$ cat config.mk
export PLATFORM = sky130hd
export DESIGN_NAME = uart_tx_arbiter
export DESIGN_NICKNAME = d
export VERILOG_FILES = /design/src/rtl/uart_arb_pkg.sv /design/src/rtl/uart_rr_picker.sv /design/src/rtl/uart_tx_arbiter.sv
export SDC_FILE = /design/constraint.sdc
export NUM_CORES = 1
export LEC_CHECK = 0
export ABC_CLOCK_PERIOD_IN_PS = 3000
export CORE_MARGIN = 2
export CORE_UTILIZATION = 48
export DETAILED_ROUTE_END_ITERATION = 8
export PLACE_DENSITY_LB_ADDON = 0.3
export RECOVER_POWER = 25
export SLEW_MARGIN = 15
export SYNTH_ARGS = -nofsm -noshare
export SYNTH_HDL_FRONTEND = slang
export SYNTH_SLANG_ARGS = --single-unit
export TNS_END_PERCENT = 20
$ cat constraint.sdc
create_clock -name clk -period 3 [get_ports clk]
set_input_delay 0.6 -clock clk [delete_from_list [all_inputs] [get_ports clk]]
set_output_delay 0.6 -clock clk [all_outputs]
set_load 0.005 [all_outputs]
$ cat src/rtl/uart_arb_pkg.sv
// rtl/uart_arb_pkg.sv - shared types and constants for the UART TX arbiter
package uart_arb_pkg;

  typedef enum logic [1:0] {
    ST_IDLE = 2'd0,
    ST_HDR  = 2'd1,
    ST_DATA = 2'd2,
    ST_GAP  = 2'd3
  } arb_state_e;

  localparam logic [7:0] HDR_TAG = 8'h80;
  localparam int         BURST_W = 8;

endpackage

$ cat src/rtl/uart_rr_picker.sv
// rtl/uart_rr_picker.sv - combinational round-robin picker: first request at/after ptr, wrapping
module uart_rr_picker #(
  parameter int NUM_REQ = 4,
  parameter int GNT_W   = $clog2(NUM_REQ)
) (
  input  logic [NUM_REQ-1:0] req_i,
  input  logic [GNT_W-1:0]   ptr_i,
  output logic [NUM_REQ-1:0] onehot_o,
  output logic [GNT_W-1:0]   idx_o,
  output logic               any_o
);

  int j;

  always_comb begin
    onehot_o = '0;
    idx_o    = '0;
    any_o    = 1'b0;
    j        = 0;
    for (int k = 0; k < NUM_REQ; k++) begin
      j = int'(ptr_i) + k;
      if (j >= NUM_REQ) j = j - NUM_REQ;
      if (!any_o && req_i[j]) begin
        any_o       = 1'b1;
        onehot_o[j] = 1'b1;
        idx_o       = GNT_W'(j);
      end
    end
  end

endmodule

$ cat src/rtl/uart_tx_arbiter.sv
// rtl/uart_tx_arbiter.sv - round-robin packet-atomic arbiter onto the toggle-strobed UART TX path
// Optional per-grant header byte (8'h80|winner) when UART_ARB_HDR_EN is defined.
module uart_tx_arbiter
  import uart_arb_pkg::*;
#(
  parameter int NUM_REQ   = 4,
  parameter int MAX_BURST = 64,
  parameter int WR_GAP    = 2
) (
  input  logic                 clk,
  input  logic                 rst_n,
  input  logic [NUM_REQ-1:0]   in_valid,
  input  logic [NUM_REQ*8-1:0] in_data,
  input  logic [NUM_REQ-1:0]   in_last,
  output logic [NUM_REQ-1:0]   in_ready,
  output logic [NUM_REQ-1:0]   grant,
  output logic                 busy,
  output logic                 uart_tx_start,
  output logic [7:0]           uart_tx_data_in,
  input  logic                 uart_tx_fifo_full
);

  localparam int GNT_W = $clog2(NUM_REQ);
  localparam int GAP_W = $clog2(WR_GAP + 1);

  arb_state_e           state_q, state_d;
  logic [NUM_REQ-1:0]   grant_q, grant_d;
  logic [GNT_W-1:0]     gidx_q, gidx_d;
  logic [GNT_W-1:0]     rr_ptr_q, rr_ptr_d;
  logic [BURST_W-1:0]   burst_q, burst_d;
  logic [GAP_W-1:0]     gap_q, gap_d;
  logic                 last_q, last_d;
  logic                 start_q, start_d;
  logic [7:0]           data_q, data_d;

  logic [NUM_REQ-1:0]   pick_onehot;
  logic [GNT_W-1:0]     pick_idx;
  logic                 pick_any;
  logic [7:0]           sel_data;
  logic                 sel_valid;
  logic                 sel_last;
  logic [GNT_W-1:0]     rr_next;

  uart_rr_picker #(
    .NUM_REQ (NUM_REQ),
    .GNT_W   (GNT_W)
  ) u_picker (
    .req_i    (in_valid),
    .ptr_i    (rr_ptr_q),
    .onehot_o (pick_onehot),
    .idx_o    (pick_idx),
    .any_o    (pick_any)
  );

  assign sel_data  = in_data[{gidx_q, 3'b000} +: 8];
  assign sel_valid = in_valid[gidx_q];
  assign sel_last  = in_last[gidx_q];
  // The owner just served drops to lowest priority for the next round.
  assign rr_next   = (gidx_q == GNT_W'(NUM_REQ - 1)) ? '0 : gidx_q + 1'b1;

  always_comb begin
    state_d  = state_q;
    grant_d  = grant_q;
    gidx_d   = gidx_q;
    rr_ptr_d = rr_ptr_q;
    burst_d  = burst_q;
    gap_d    = gap_q;
    last_d   = last_q;
    start_d  = start_q;
    data_d   = data_q;
    in_ready = '0;

    case (state_q)
      ST_IDLE: begin
        if (pick_any) begin
          grant_d = pick_onehot;
          gidx_d  = pick_idx;
          burst_d = '0;
`ifdef UART_ARB_HDR_EN
          state_d = ST_HDR;
`else
          state_d = ST_DATA;
`endif
        end
      end
`ifdef UART_ARB_HDR_EN
      ST_HDR: begin
        if (!uart_tx_fifo_full) begin
          data_d  = HDR_TAG | 8'(gidx_q);
          start_d = ~start_q;
          last_d  = 1'b0;
          gap_d   = GAP_W'(WR_GAP);
          state_d = ST_GAP;
        end
      end
`endif
      ST_DATA: begin
        in_ready = grant_q & {NUM_REQ{~uart_tx_fifo_full}};
        if (sel_valid && !uart_tx_fifo_full) begin
          data_d  = sel_data;
          start_d = ~start_q;
          burst_d = burst_q + 1'b1;
          last_d  = sel_last;
          gap_d   = GAP_W'(WR_GAP);
          state_d = ST_GAP;
        end
      end
      ST_GAP: begin
        if (gap_q > GAP_W'(1)) begin
          gap_d = gap_q - 1'b1;
        end else begin
          gap_d = '0;
          if (last_q || burst_q == BURST_W'(MAX_BURST)) begin
            state_d  = ST_IDLE;
            grant_d  = '0;
            rr_ptr_d = rr_next;
          end else begin
            state_d = ST_DATA;
          end
        end
      end
      default: state_d = ST_IDLE;
    endcase
  end

  always_ff @(posedge clk or negedge rst_n) begin
    if (!rst_n) begin
      state_q  <= ST_IDLE;
      grant_q  <= '0;
      gidx_q   <= '0;
      rr_ptr_q <= '0;
      burst_q  <= '0;
      gap_q    <= '0;
      last_q   <= 1'b0;
      start_q  <= 1'b0;
      data_q   <= '0;
    end else begin
      state_q  <= state_d;
      grant_q  <= grant_d;
      gidx_q   <= gidx_d;
      rr_ptr_q <= rr_ptr_d;
      burst_q  <= burst_d;
      gap_q    <= gap_d;
      last_q   <= last_d;
      start_q  <= start_d;
      data_q   <= data_d;
    end
  end

  assign grant           = grant_q;
  assign busy            = (state_q != ST_IDLE);
  assign uart_tx_start   = start_q;
  assign uart_tx_data_in = data_q;

endmodule
* Word-level counts from Yosys, hierarchy flattened
Cells that the tools add are included.
Word-level totals: output and inout port bits 18, register bits after elaboration 30, input port bits 43
Cells by class: equality and inequality tests 8, bitwise operators 7, add/subtract/negate cells 10, reduce and logical (&&, ||, !) cells 25, shifts and indexed selects 1, $lt $le $gt $ge 14, multiplexer cells 57
Operators with widths (number):
- $ge 32x1->1 const B | 4
- $lt 32x4->1 const B | 4
- $mux 32 | 4
- $ge 32x4->1 const B | 3
- $sub 32x4->32 const B | 3
- $mux 4 | 8
- $shiftx 32x6->8 | 1
- $mux 2 | 11
- $mux 1 | 18
- $mux 8 | 2
- $pmux 8 s2 | 1
- $bmux 1 s2 | 6
- $or 4x4->4 | 3
- $reduce_and 3->1 | 3
- $add 8x1->8 const B | 1
- $demux 1 s2 | 4
- $eq 8x7->1 const B | 1
- $logic_and 1x1->1 | 8
- $ne 2x2->1 const B | 4
- $pmux 4 s2 | 1
- $reduce_bool 2->1 | 4
- $add 2x2->3 const B | 2
- $eq 2x2->1 const B | 3
- $pmux 2 s3 | 1
- 15 further kinds | 22

* Depth between registers and ports, before layout
Gate-level depths: netlist (run 1).
depth in word-level cells 17, gate-level depth with buffers 10, gate-level depth less buffers 7

* By module
From an unflattened synthesis (run 1), not the netlist that was laid out.
Second synthesis, totals: cells, all modules 191, area, all modules 2094.5 µm²
By module, submodules not included:
- uart_tx_arbiter | instances 1, cells each 143, seq. area each 750.7 µm², area an instance 1634.1 µm²
- uart_rr_picker | instances 1, cells each 48, seq. area each 0.0 µm², area an instance 460.4 µm²

* Least setup slack after synthesis (run 1)
OpenSTA, ideal clock, no wires.
kind register to register, from register rr_ptr_q[1], to register burst_q[0], clock period less this slack 2655 ps, path buffers 2, setup slack 345 ps, data arrival time 2572 ps, stages on the path, launching flop included 10, cell sequence dfrtp_1 clkbuf_1 inv_1 ha_1 clkbuf_1 mux4_2 or2_4 o21a_1 or3_1 o21ai_0
On the way: longest elaborated chain between the ends 17, elaborated cells on any way between the ends 39
Ends and longest elaborated chain:
- from (decl) | line uart_tx_arbiter.sv:29 | logic [GNT_W-1:0] rr_ptr_q, rr_ptr_d;
- from (signal assigned) | line uart_tx_arbiter.sv:141 | rr_ptr_q <= rr_ptr_d;
- branches (longest 14 deep; another with $sub 32x4->32)
- $mux 1 * | line uart_rr_picker.sv:23 | if (!any_o && req_i[j]) begin
- $ne 2x2->1 (no line) *
- $reduce_and 3->1 (no line) *
- to (signal assigned) | line uart_tx_arbiter.sv:142 | burst_q <= burst_d;
- to (decl) | line uart_tx_arbiter.sv:30 | logic [BURST_W-1:0] burst_q, burst_d;
Mark *: on every way between the ends. The select of a mux whose other input is x is not followed. A chain may end at the register's enable or synchronous reset.

* Final worst setup path (run 1)
from input uart_tx_fifo_full, to output in_ready[1]
On the way: longest elaborated chain between the ends 3
Ends and longest elaborated chain:
- from (decl) | line uart_tx_arbiter.sv:20 | input logic uart_tx_fifo_full
- $not 1->1 | line uart_tx_arbiter.sv:98 | in_ready = grant_q & {NUM_REQ{~uart_tx_fifo_full}};
- $and 4x4->4 | line uart_tx_arbiter.sv:98
- $mux 4 | line uart_tx_arbiter.sv:73 | case (state_q)
- to (decl) | line uart_tx_arbiter.sv:15 | output logic [NUM_REQ-1:0] in_ready,
Every way passes these cells.

==> results.md, run 1 <==
* Status: finished, violations left
* Failing checks: capacitance limit, slew limit
* Yosys top cell area share at 35.15%
* Total power at 0.002596 W
* Grt ovf at 0
* CTS Sinks at 30
* Endpoint class of the critical path: output port
* Critical path type: in2out
* Crit Reg-Reg Startpoint: rr_ptr_q[1]
* Core Area at 0.004324 mm^2
* Row count at 24
* Max Clk Rate at 381.3 MHz
* Most frequent cells after synthesis: 44 x nand2_1, 30 x dfrtp_1, 13 x mux4_2, 10 x a21oi_1, 10 x nor2_1
* Pwr dens at 901.7 mW/mm^2
* GRT Total Usage at 21.94%
* Seq/Total Area, Yosys at 35.15%
* Vias in the first global route at 1,859
* Yosys top cell by area: dfrtp_1
* Mapped Avg Cell Area at 9.621 um^2
* Rel. slew slack at -2.234%
* Die area at 0.004999 mm^2
* Nets at 332
* Post-CTS sizing at 0
* Initial DRT Pass Iterations at 4
* Final Cycle Share at 87.42%
* Ys async rst share at 100.0%
* Synth Register Bits at 30
* TritonCTS clock tree: yes
* Final setup TNS at 0 ns
* Vias per cell at 5.581
* # fillers at 374
* Final Slew Violations at 31
* H-tree Lvls at 2
* Layout cells sized above 1 at 11.35%
* Num ports at 61
* Post-synth cell types at 46
* Worst R2R End: grant[2]
* First-pass GRT wire length at 8756 um
* Setup Fix Bufs, Post-CTS at 0
* Detailed Place HPWL at 3781 um
* Inserted Diodes at 0
* Routed len/inst at 14.91 um
* Clock slew at reported path FFs at 0.06 ns
* Area grow syn2layout at 34.80%
* Yosys warns at 0
* Hold_buf cts at 0
* Antenna violations before repair at 0
* Hold crit path type: reg2reg
* Gpl congestion at 0.8974
* DR iter-0 viols at 136
* Most numerous cell in the Yosys netlist: nand2_1
* Synth area leaders: dfrtp_1 35%, mux4_2 14%, nand2_1 7.7%, ha_1 4.7%, o22ai_1 2.6%
* Deepest clock path buffer count at 2
* Pin count of the biggest net entering global routing at 31
* Cell Area, Synth at 0.002136 mm^2
* Die Y at 70.71 um
* Routed WL at 4980 um
* Die X at 70.71 um
* Max-Cap Viols at 1
* LEAKAGE at 1.246 nW
* IO Port Bufs at 60
* Tmin final at 2.623 ns
* Clock Latency Late Sink at 0.28 ns
* Post-synth top flop: dfrtp_1
* Clk_skew at 0.007447 ns
* RSZ-0062 raised after global routing: false
* Slew at the pin closest to its max-slew limit at 1.534 ns
* Synth Net Count at 273
* Peak supply drop at 0.5941 mV
* Reg2reg setup slack at 0.70 ns
* WHS Endpoint: uart_tx_data_in[7]
* HP Start: uart_tx_data_in[7]
* Via Count at 1,864
* Hold path cells at 2
* ANT nets after route at 0
* Initial Util at 49.39%
* CP max FO at 7
* Required time of the critical path at 2.40 ns
* WP data arrival at 2.02 ns
* Critical Path Source Type: input pin
* Final Setup Violations at 0
* EDFF count, synth at 0
* Drt drc at 0
* Path depth of the worst reg2reg path at 7
* Final Hold Vio Count at 0
* Clock Root Buffer: clkbuf_8
* CTS Buf Count at 5
* Syn Inst Count at 222
-- critical path, cell delays in order --
cell and delay (ns):
clkdlybuf4s50_1 0.41, nor3b_1 0.21, buf_4 0.18, and2_1 0.13
clkdlybuf4s50_1 0.49
-- where the power goes --
group	internal [W]	switching [W]	total, W
clock network	0.000244	0.000147	0.000391
logic	0.000796	0.000735	0.00153
registers	0.000564	0.000110	0.000675
-- metrics by stage --
step                      cells  hold WS (ns)  setup slack, ns  area [um^2]  utilization [%]
after floorplan             222        0.3044           0.3445         2136                -
after global placement      326        0.4572           0.2671         2774            64.15
after detailed placement    326        0.4618           0.2029         2774            64.15
after CTS                   334        0.4772           0.3565         2883            66.67
after global routing        334        0.5068           0.3371         2879            66.58
final                       334        0.4739           0.3774         2879            66.58
-- final cells by class --
cell class              instances  area, um^2  area share, %
multi-input cells             169        1271          44.15
flip-flops and latches         30       750.7          26.08
repair buffers                 68       656.9          22.82
clock buffers                   5       68.82          2.390
well taps                      52       65.06          2.260
clock inverters                 3       40.04          1.391
inverters                       7       26.28         0.9126
-- flip-flops by register name, indices dropped and copies added, names as in the netlist --
signal           flops
uart_tx_data_in      8
state_q              2
grant                4
gap_q                2
burst_q              8
last_q               1
gidx_q               2
rr_ptr_q             2
uart_tx_start        1
-- routing by layer --
layer	routed length, um	global-route usage, %
met3	189	4.986
met4	76	5.451
met5	0	0
met2	2582	35.93
met1	2131	29.82
-- kinds of logic after synthesis --
group                    share of synthesized area, %
XOR/XNOR                                        2.871
buffers and inverters                           5.331
multiplexers                                    17.87
adder cells (fa/ha/maj)                         4.687
flip-flops                                      35.15
AO/OA/AOI/OAI                                   14.12
AND/OR/NAND/NOR                                 19.98
-- worst max-delay path by stage --
| stage | start | end | slack (ns) | cells after the start |
|---|---|---|---|---|
| 6_report | uart_tx_fifo_full | in_ready[1] | 0.38 | 5 |
| 5_1_grt | uart_tx_fifo_full | in_ready[1] | 0.34 | 5 |
| 3_3_place_gp | in_valid[0] | grant[3] | 0.27 | 7 |
| 3_5_place_dp | in_valid[3] | burst_q[1] | 0.20 | 6 |
| 4_1_cts | uart_tx_fifo_full | in_ready[1] | 0.36 | 5 |
| 2_1_floorplan | rr_ptr_q[1] | burst_q[0] | 0.34 | 9 |
-- cell usage in the layout (no fill, tap or decap), types with 4 or more instances in the layout --
master	n
a211o_1	4
dfrtp_1	30
nand3_1	5
clkdlybuf4s50_1	59
mux2i_1	4
nor2_1	10
mux4_2	13
buf_4	7
o22ai_1	9
a22oi_1	4
nand2b_1	5
a21oi_1	10
o21ai_0	6
xor2_1	5
nand2_1	44
inv_1	7
clkbuf_8	5
and2_1	4
ha_1	8
(Power assumes the default switching activity.)
==> run 2, diff against run 1 <==
Settings changed: CTS_CLUSTER_DIAMETER from default to 40, HOLD_SLACK_MARGIN from default to 0.15.
==> results of run 2 <==
No change in the layout: final DEF, timing and power equal those of run 1.
==> run 3, diff against run 2 <==
Settings changed: CORE_UTILIZATION 48 to 41, CTS_CLUSTER_DIAMETER 40 to 60.
==> results.md, run 3 (synthesized netlist as in run 1, its figures left out) <==
* Vias in the first global route at 1,771 (was 1,859)
* Layout Cells excl Fill at 354 (was 334)
* Combinational group share of total power at 60.3% (was 59.0%)
* Reg2reg setup slack at 0.65 ns (was 0.70 ns)
* Final Hold Vio Count at 0 (unchanged)
* Nets at 334 (was 332)
* Final Setup Violations at 0 (unchanged)
* CTS Buf Count at 5 (unchanged)
* Switching fraction of total power at 39.58% (was 38.21%)
* Initial Util at 42.09% (was 49.39%)
* Endpoint class of the critical path: output port (unchanged)
* Rel. slew slack at -5.812% (was -2.234%)
* Failing checks: capacitance limit, slew limit (unchanged)
* Internal Power at 0.001547 W (was 0.001604 W)
* Pwr dens at 882.3 mW/mm^2 (was 901.7 mW/mm^2)
* DR iter-0 viols at 105 (was 136)
* Worst R2R End: grant[1] (was grant[2])
* Post-CTS sizing at 0 (unchanged)
* Inserted Diodes at 0 (unchanged)
* CP max FO at 7 (unchanged)
* Most frequent cells in the layout: 59 x clkdlybuf4s50_1, 44 x nand2_1, 30 x dfrtp_1, 13 x mux4_2 (unchanged)
* LEAKAGE at 1.245 nW (was 1.246 nW)
* Area grow syn2layout at 35.91% (was 34.80%)
* Final hold slack at 0.4744 ns (was 0.4739 ns)
* Clock Root Buffer: clkbuf_8 (unchanged)
* GRT Total Usage at 18.99% (was 21.94%)
* H-tree Lvls at 2 (unchanged)
* Max-Cap Viols at 1 (unchanged)
* Net Sw Power at 0.001014 W (was 0.0009920 W)
* Placed cells at 346 (was 326)
* Critical Path Sink: in_ready[1] (unchanged)
* Status: finished, violations left (unchanged)
* Grt ovf at 0 (unchanged)
* Vias per cell at 5.302 (was 5.581)
* Tmin final at 2.575 ns (was 2.623 ns)
* CTS Sinks at 30 (unchanged)
* Deepest clock path buffer count at 2 (unchanged)
* Crit Reg-Reg Startpoint: rr_ptr_q[1] (unchanged)
* Crit path launch: uart_tx_fifo_full (unchanged)
* Max Clk Rate at 388.4 MHz (was 381.3 MHz)
* Row count at 26 (was 24)
* Antenna violations before repair at 0 (unchanged)
* RSZ-0062 raised after global routing: false (unchanged)
* Clock slew at reported path FFs at 0.06 ns (about the same)
* Clock share of power at 13.2% (was 15.1%)
* Hold_buf cts at 0 (unchanged)
* Layout cells sized above 1 at 11.97% (was 11.35%)
* Clk_skew at 0.006935 ns (was 0.007447 ns)
* Die area at 0.005803 mm^2 (was 0.004999 mm^2)
* Setup Fix Bufs, Post-CTS at 0 (unchanged)
* Initial DRT Pass Iterations at 4 (unchanged)
* IO Port Bufs at 60 (unchanged)
* Final Cycle Share at 85.82% (was 87.42%)
* First-pass GRT wire length at 8811 um (was 8756 um)
* Critical path type: in2out (unchanged)
* Core Area at 0.005075 mm^2 (was 0.004324 mm^2)
* Clock Latency Late Sink at 0.29 ns (was 0.28 ns)
* Drt drc at 0 (unchanged)
* Hold crit path type: reg2reg (unchanged)
* Detailed Place HPWL at 3999 um (was 3781 um)
* Die X at 76.18 um (was 70.71 um)
* Gpl congestion at 0.8648 (was 0.8974)
* Sequential share of power at 26.5% (was 26.0%)
* Path depth of the worst reg2reg path at 8 (was 7)
* Die Y at 76.18 um (was 70.71 um)
* Peak supply drop at 0.4623 mV (was 0.5941 mV)
* Num ports at 61 (unchanged)
* Slew at the pin closest to its max-slew limit at 1.587 ns (was 1.534 ns)
* Final setup TNS at 0 ns (unchanged)
* Final Slew Violations at 31 (unchanged)
* Via Count at 1,877 (was 1,864)
* Required time of the critical path at 2.40 ns (about the same)
* ANT nets after route at 0 (unchanged)
* Pin count of the biggest net entering global routing at 31 (unchanged)
* Routed WL at 5237 um (was 4980 um)
* Routed len/inst at 14.79 um (was 14.91 um)
* # fillers at 466 (was 374)
* Critical Path Source Type: input pin (unchanged)
* TritonCTS clock tree: yes (unchanged)
* WP data arrival at 1.97 ns (was 2.02 ns)
* Most common library cell in the layout ignoring fill and taps: clkdlybuf4s50_1 (unchanged)
run 3: cell types whose count changed in the layout (fill, tap and decap cells not counted), sizes merged:
cell      previous run  this run
buf                  7         9
bufinv               1         0
clkbuf               6         7
clkinv               2         1
clkinvlp             0         1
run 3: metrics by stage:
stage	utilization (%)	total power, W	setup WS [ns]	instance area, um^2
2_1_floorplan	-	0.001701	0.3445	2136
3_3_place_gp	55.40	0.002205	0.2119	2811
3_5_place_dp	55.40	0.002231	0.1511	2811
4_1_cts	57.27	0.002576	0.4122	2907
5_1_grt	57.20	0.002776	0.3243	2903
6_report	57.20	0.002561	0.4255	2903
run 3: how the worst min path moves through the flow:
stage,startpoint,to,cells past startpoint
final,uart_tx_data_in[5],uart_tx_data_in[5],2
after CTS,uart_tx_data_in[1],uart_tx_data_in[1],2
after global placement,uart_tx_data_in[6],uart_tx_data_in[6],2
after detailed placement,uart_tx_data_in[1],uart_tx_data_in[1],2
after floorplan,rst_n,burst_q[0],0
after global routing,uart_tx_start,uart_tx_start,1
run 3: power by group through the flow:
stage | Clock [W] | Sequential, W | Combinational [W]
4_1_cts | 0.000342 | 0.000680 | 0.00155
5_1_grt | 0.000370 | 0.000705 | 0.00170
3_5_place_dp | 0 | 0.000685 | 0.00155
2_1_floorplan | 0 | 0.000691 | 0.00101
3_3_place_gp | 0 | 0.000680 | 0.00153
6_report | 0.000338 | 0.000679 | 0.00154
run 3: layout make-up:
cell class,count,area [um^2],area share [%]
Multi-Input combinational cell,169,1271,43.79
Sequential cell,30,750.7,25.86
Timing Repair Buffer,70,671.9,23.15
Tap cell,70,87.58,3.017
Clock buffer,6,82.58,2.845
Inverter,7,26.28,0.9052
Clock inverter,2,12.51,0.4310
run 3: critical path, cell delays in order:
cell and delay (ns):
clkdlybuf4s50_1 0.40, nor3b_1 0.18, buf_4 0.17, and2_1 0.12
clkdlybuf4s50_1 0.50
run 3: metal layers:
layer | vias up | wire, um | global-route usage, %
li1 | 921 | - | -
met1 | 908 | 2319 | 25.19
met2 | 41 | 2642 | 30.80
met3 | 7 | 201 | 4.147
met4 | 0 | 74 | 6.909
met5 | - | 0 | 0
==> RTL change 1: new RTL, settings of run 1 <==
Change the package constant `BURST_W` from 8 to 12.
--- a/src/rtl/uart_arb_pkg.sv
+++ b/src/rtl/uart_arb_pkg.sv
@@ -10,5 +10,5 @@
 
   localparam logic [7:0] HDR_TAG = 8'h80;
-  localparam int         BURST_W = 8;
+  localparam int         BURST_W = 12;
 
 endpackage
Check against the original RTL: same outputs for any inputs over 10 cycles, from zero or initial values and one cycle with rst_n low; that may be too few to reach the edited logic, so the function may still have changed.
==> RTL change 1 against run 1 <==
  * The run still ends with max-capacitance violations, max-slew violations left
  * Synthesized area rose by 6.7%
  * Combinational power down 24%
  * Power down 13%
  * Final area rose by 3.8%
  * Critical path type unchanged
  * Sequential power up 14%
  * Global-route usage decreased by 1.7 points
  * Utilization down 2.4 points
  * Worst setup slack worse by 0.0019 ns
  * Sequential cell count increased by 4
  * Non-clock buffer count down 2
  * Count of clock-buffer cells in the layout stayed put
  * Largest power group unchanged
  * Synthesized cell count grew 6.3%
  * Critical endpoint is now in_ready[3]
  * Routed wire length is 0.50% higher
  * Register-to-register slack lost 0.09 ns
==> RTL change 1: results <==
[placed_design]
dpl_cell_area_um2 = 2914
placed_cells = 341
io_buffer_count = 60
place.gp.congestion = 0.7716
hpwl_um = 3781

[global_routing]
use_met3 = 0.04006
met2_usage = 0.3121
grt_max_degree = 35
grt_use_met1 = 0.2815
grt_pass1_vias = 1876
grt_pass1_wl_um = 8383
groute.usage.overall = 0.2023

[flow_run]
drv_cap = 1

[route]
drt-initial-drc-count = 135
route.met3.wl_um = 255
wirelength_um = 5005
avgViaCountPerCell = 5.710
wl_met1_um = 2348
wl_met2_um = 2324

[pwr]
p_leak_nw = 1.249
peakVddDrop_mv = 0.3471

[setup_path]
rr_worst_depth = 7
r2r_setup_slack_ns = 0.61
critPathCapture = in_ready[3]
timing.rr.start = rr_ptr_q[1]$_DFFE_PN0P_
critPathArrivalTime_ns = 2.02
r2r-end = gidx_q[1]$_DFFE_PN0P_
cp_max_fo = 6

[layout]
drive_above_1_share = 0.1088
instances_no_fill = 348
regMostFlops = burst_q

[min_path]
hp-start = uart_tx_data_in[5]$_DFFE_PN0P_
min_to = uart_tx_data_in[5]$_DFFE_PN0P_
hold_depth = 2

[timing]
finClkSkew_ns = 0.006322
slew_headroom = -0.1999
slew_viol_final = 35

[yosys]
synth_common_cells = nand2_1, dfrtp_1, nor2_1
syn_nets = 287
synth_area_leaders = dfrtp_1, mux4_2, nand2_1
synthArstFlopShare = 1.000
ys_seq_area_frac = 0.3734
syn_avg_cell_area_um2 = 9.654

[outcome]
violations = max-capacitance violations, max-slew violations
outcome = finished with violations

[clock_tree]
post_cts_buffers = 0
-- RTL change 1: changes by cell type after synthesis, moves of 5 or more --
cell | before | now
buf_2 | 4 | 11
a311oi_1 | 0 | 5
a21oi_1 | 10 | 4
o211ai_1 | 0 | 5
clkbuf_1 | 8 | 3
nor2_1 | 10 | 15
o22ai_1 | 9 | 0
-- RTL change 1: layout make-up --
cell class / instances / area [um2]
Timing Repair Buffer: 66 / 641.9
Clock buffer: 5 / 68.82
Inverter: 5 / 18.77
Clock inverter: 2 / 10.01
Sequential cell: 34 / 850.8
Fill cell: 406 / 1672
Multi-Input combinational cell: 182 / 1331
Tap cell: 54 / 67.56
-- RTL change 1: report_power, final --
group	total, mW	switching (mW)	internal, mW
sequential	0.767	0.156	0.612
clock	0.307	0.152	0.155
combinational	1.17	0.559	0.613
-- RTL change 1: stage by stage --
stage | hold slack, ns | setup slack, ns | total power, mW
floorplan | 0.3044 | 0.6568 | 1.539
global placement | 0.4579 | 0.2065 | 1.925
detailed placement | 0.4608 | 0.1731 | 1.954
CTS | 0.4759 | 0.3746 | 2.272
global route | 0.4967 | 0.2411 | 2.437
finish | 0.4735 | 0.3755 | 2.246
-- RTL change 1: kinds of logic after synthesis --
family                     Yosys count  share of synthesized area
DFF                                 34                     0.3734
buffers and inverters               20                    0.04228
and+or+nand+nor                    106                     0.2339
xor gates and xnor gates            10                    0.03844
AOI/OAI and AO/OA                   39                     0.1214
muxes                               19                     0.1466
adders and majority gates            8                    0.04393
-- RTL change 1: critical path, cell delays in order --
cell             delay [ns]
clkdlybuf4s50_1        0.41
nor3b_2                0.34
and2_1                 0.18
clkdlybuf4s50_1        0.49
==> RTL change 2: new RTL, config.mk and constraints of run 1 <==
Made on the original files. `data_q` no longer has a reset.
--- a/src/rtl/uart_tx_arbiter.sv
+++ b/src/rtl/uart_tx_arbiter.sv
@@ -134,5 +134,4 @@
       last_q   <= 1'b0;
       start_q  <= 1'b0;
-      data_q   <= '0;
     end else begin
       state_q  <= state_d;
@@ -144,6 +143,9 @@
       last_q   <= last_d;
       start_q  <= start_d;
-      data_q   <= data_d;
     end
+  end
+
+  always_ff @(posedge clk) begin
+    data_q <= data_d;
   end
 
Check against the original RTL: differs if rst_n is asserted again (counterexample within 4 cycles, from zero or initial values and one cycle with rst_n low); with rst_n held inactive, the same outputs for 10 cycles.
==> RTL change 2 against run 1 <==
  * Sequential cell count did not move
  * Worst hold slack got worse by 0.0010 ns
  * Count of clock-buffer cells in the layout did not move
  * Worst setup slack improved by 0.029 ns
  * Final area fell by 1.2%
  * Routed wire length rose by 6.5%
  * Synthesized area fell by 2.5%
  * Die area fell by 2.3%
  * Power fell by 6.8%
  * Highest routed layer unchanged
==> RTL change 2: results <==
[min_path]
hold_class = register to register

[pwr]
p_leak_nw = 1.113
power_switching_uw = 905.6
peakVddDrop_mv = 0.4713

[yosys]
synthMuxAreaShare = 0.1994
ys_seq_area_frac = 0.3796
synth_common_cells = dfrtp_1, nand2_1, mux4_2
synth_warnings = 0
syn_nets = 245
synth_compound_area_frac = 0.1453
synth_edf_count = 8
synth_area_leaders = dfrtp_1, mux4_2, edfxtp_1
ys.flop_type = dfrtp_1
synth-adder-area-share = 0.04204
yosys.cell_types.count = 47
synthArstFlopShare = 0.7333
synthXorXnorAreaFrac = 0.02523

[clock_tree]
htreeDepth = 2
clockRootBuffer = clkbuf_8
cts_buffers = 5
post_cts_resized = 0
clock_path_buffers = 2
clk_latency_ns = 0.28
post_cts_buffers = 0
clk_pin_slew_ns = 0.07

[global_routing]
grt_use_met1 = 0.3046
met2_usage = 0.3958
grt_pass1_wl_um = 9011
grt_max_degree = 24
antenna_found_initial = 0
use_met3 = 0.02886
groute.usage.overall = 0.2314

[route]
vias = 1772
wire_per_inst_um = 17.23
drt-initial-drc-count = 101
firstDrtPassIters = 4

[placed_design]
pre_cts_slack_ns = 0.1899
place.gp.congestion = 0.8144
hpwl_um = 3973
dpl_cell_area_um2 = 2740
io_buffer_count = 60

[timing]
worst_pin_slew_ns = 1.195
finClkSkew_ns = 0.009214

[setup_path]
critPathArrivalTime_ns = 1.99
cp_max_fo = 5

[layout]
antenna_cells = 0
nFillCells = 321
drive_above_1_share = 0.1550
num-nets-final = 307

[flow_run]
drv_cap = 0

[outcome]
outcome = finished, final reports clean
==> RTL change 2: power by group through the flow <==
stage	clock network (mW)	registers [mW]	logic, mW
floorplan	0	0.691	0.892
global placement	0	0.709	1.28
detailed placement	0	0.714	1.30
CTS	0.402	0.709	1.32
global route	0.418	0.727	1.45
finish	0.397	0.708	1.31
==> RTL change 2: cells by family (layout without fill, tap and decap cells) <==
group | Yosys count | count (layout)
xor gates and xnor gates | 6 | 6
muxes | 23 | 23
adders and majority gates | 7 | 7
buffers and inverters | 20 | 83
DFF | 30 | 30
and+or+nand+nor | 62 | 62
AOI/OAI and AO/OA | 47 | 47
==> RTL change 2: per-stage QoR <==
stage / cells / total power [mW]
2_1_floorplan: 195 / 1.583
3_3_place_gp: 300 / 1.989
3_5_place_dp: 300 / 2.019
4_1_cts: 308 / 2.425
5_1_grt: 308 / 2.596
6_report: 308 / 2.419
==> RTL change 2: worst max-delay path, cell delays in order <==
cell and delay [ns]:
clkdlybuf4s50_1 0.41, nor3b_1 0.20, buf_4 0.17, and2_1 0.12, clkdlybuf4s50_1 0.50
==> RTL change 2: routing by layer <==
metal,wire (um),vias to the layer above
li1,-,855
met1,2318,857
met2,2705,51
met3,181,9
met4,100,0
met5,0,-
==> RTL change 2: layout make-up <==
class,count,area [um2],area share
timing repair buffer,69,664.4,0.2335
tap,50,62.56,0.02199
inverter,6,22.52,0.007916
clock inverter,3,40.04,0.01407
multi-input combinational,145,1196,0.4204
sequential,30,790.8,0.2779
clock buffer,5,68.82,0.02419
==> RTL change 2: worst paths after layout <==
| check | startpoint | to | slack, ns | cells after the start |
|---|---|---|---|---|
| worst min-delay path | uart_tx_start$_DFFE_PN0P_ | uart_tx_start$_DFFE_PN0P_ | 0.47 | 1 |
| max in group asynchronous | rst_n | gidx_q[1]$_DFFE_PN0P_ | 1.21 | 2 |
| min in group asynchronous | rst_n | uart_tx_start$_DFFE_PN0P_ | 1.07 | 2 |
| worst max-delay path | uart_tx_fifo_full | in_ready[2] | 0.41 | 5 |
| worst max register to register | rr_ptr_q[1]$_DFFE_PN0P_ | grant[2]$_DFFE_PN0P_ | 0.68 | 7 |
| worst min register to register | uart_tx_start$_DFFE_PN0P_ | uart_tx_start$_DFFE_PN0P_ | 0.47 | 1 |
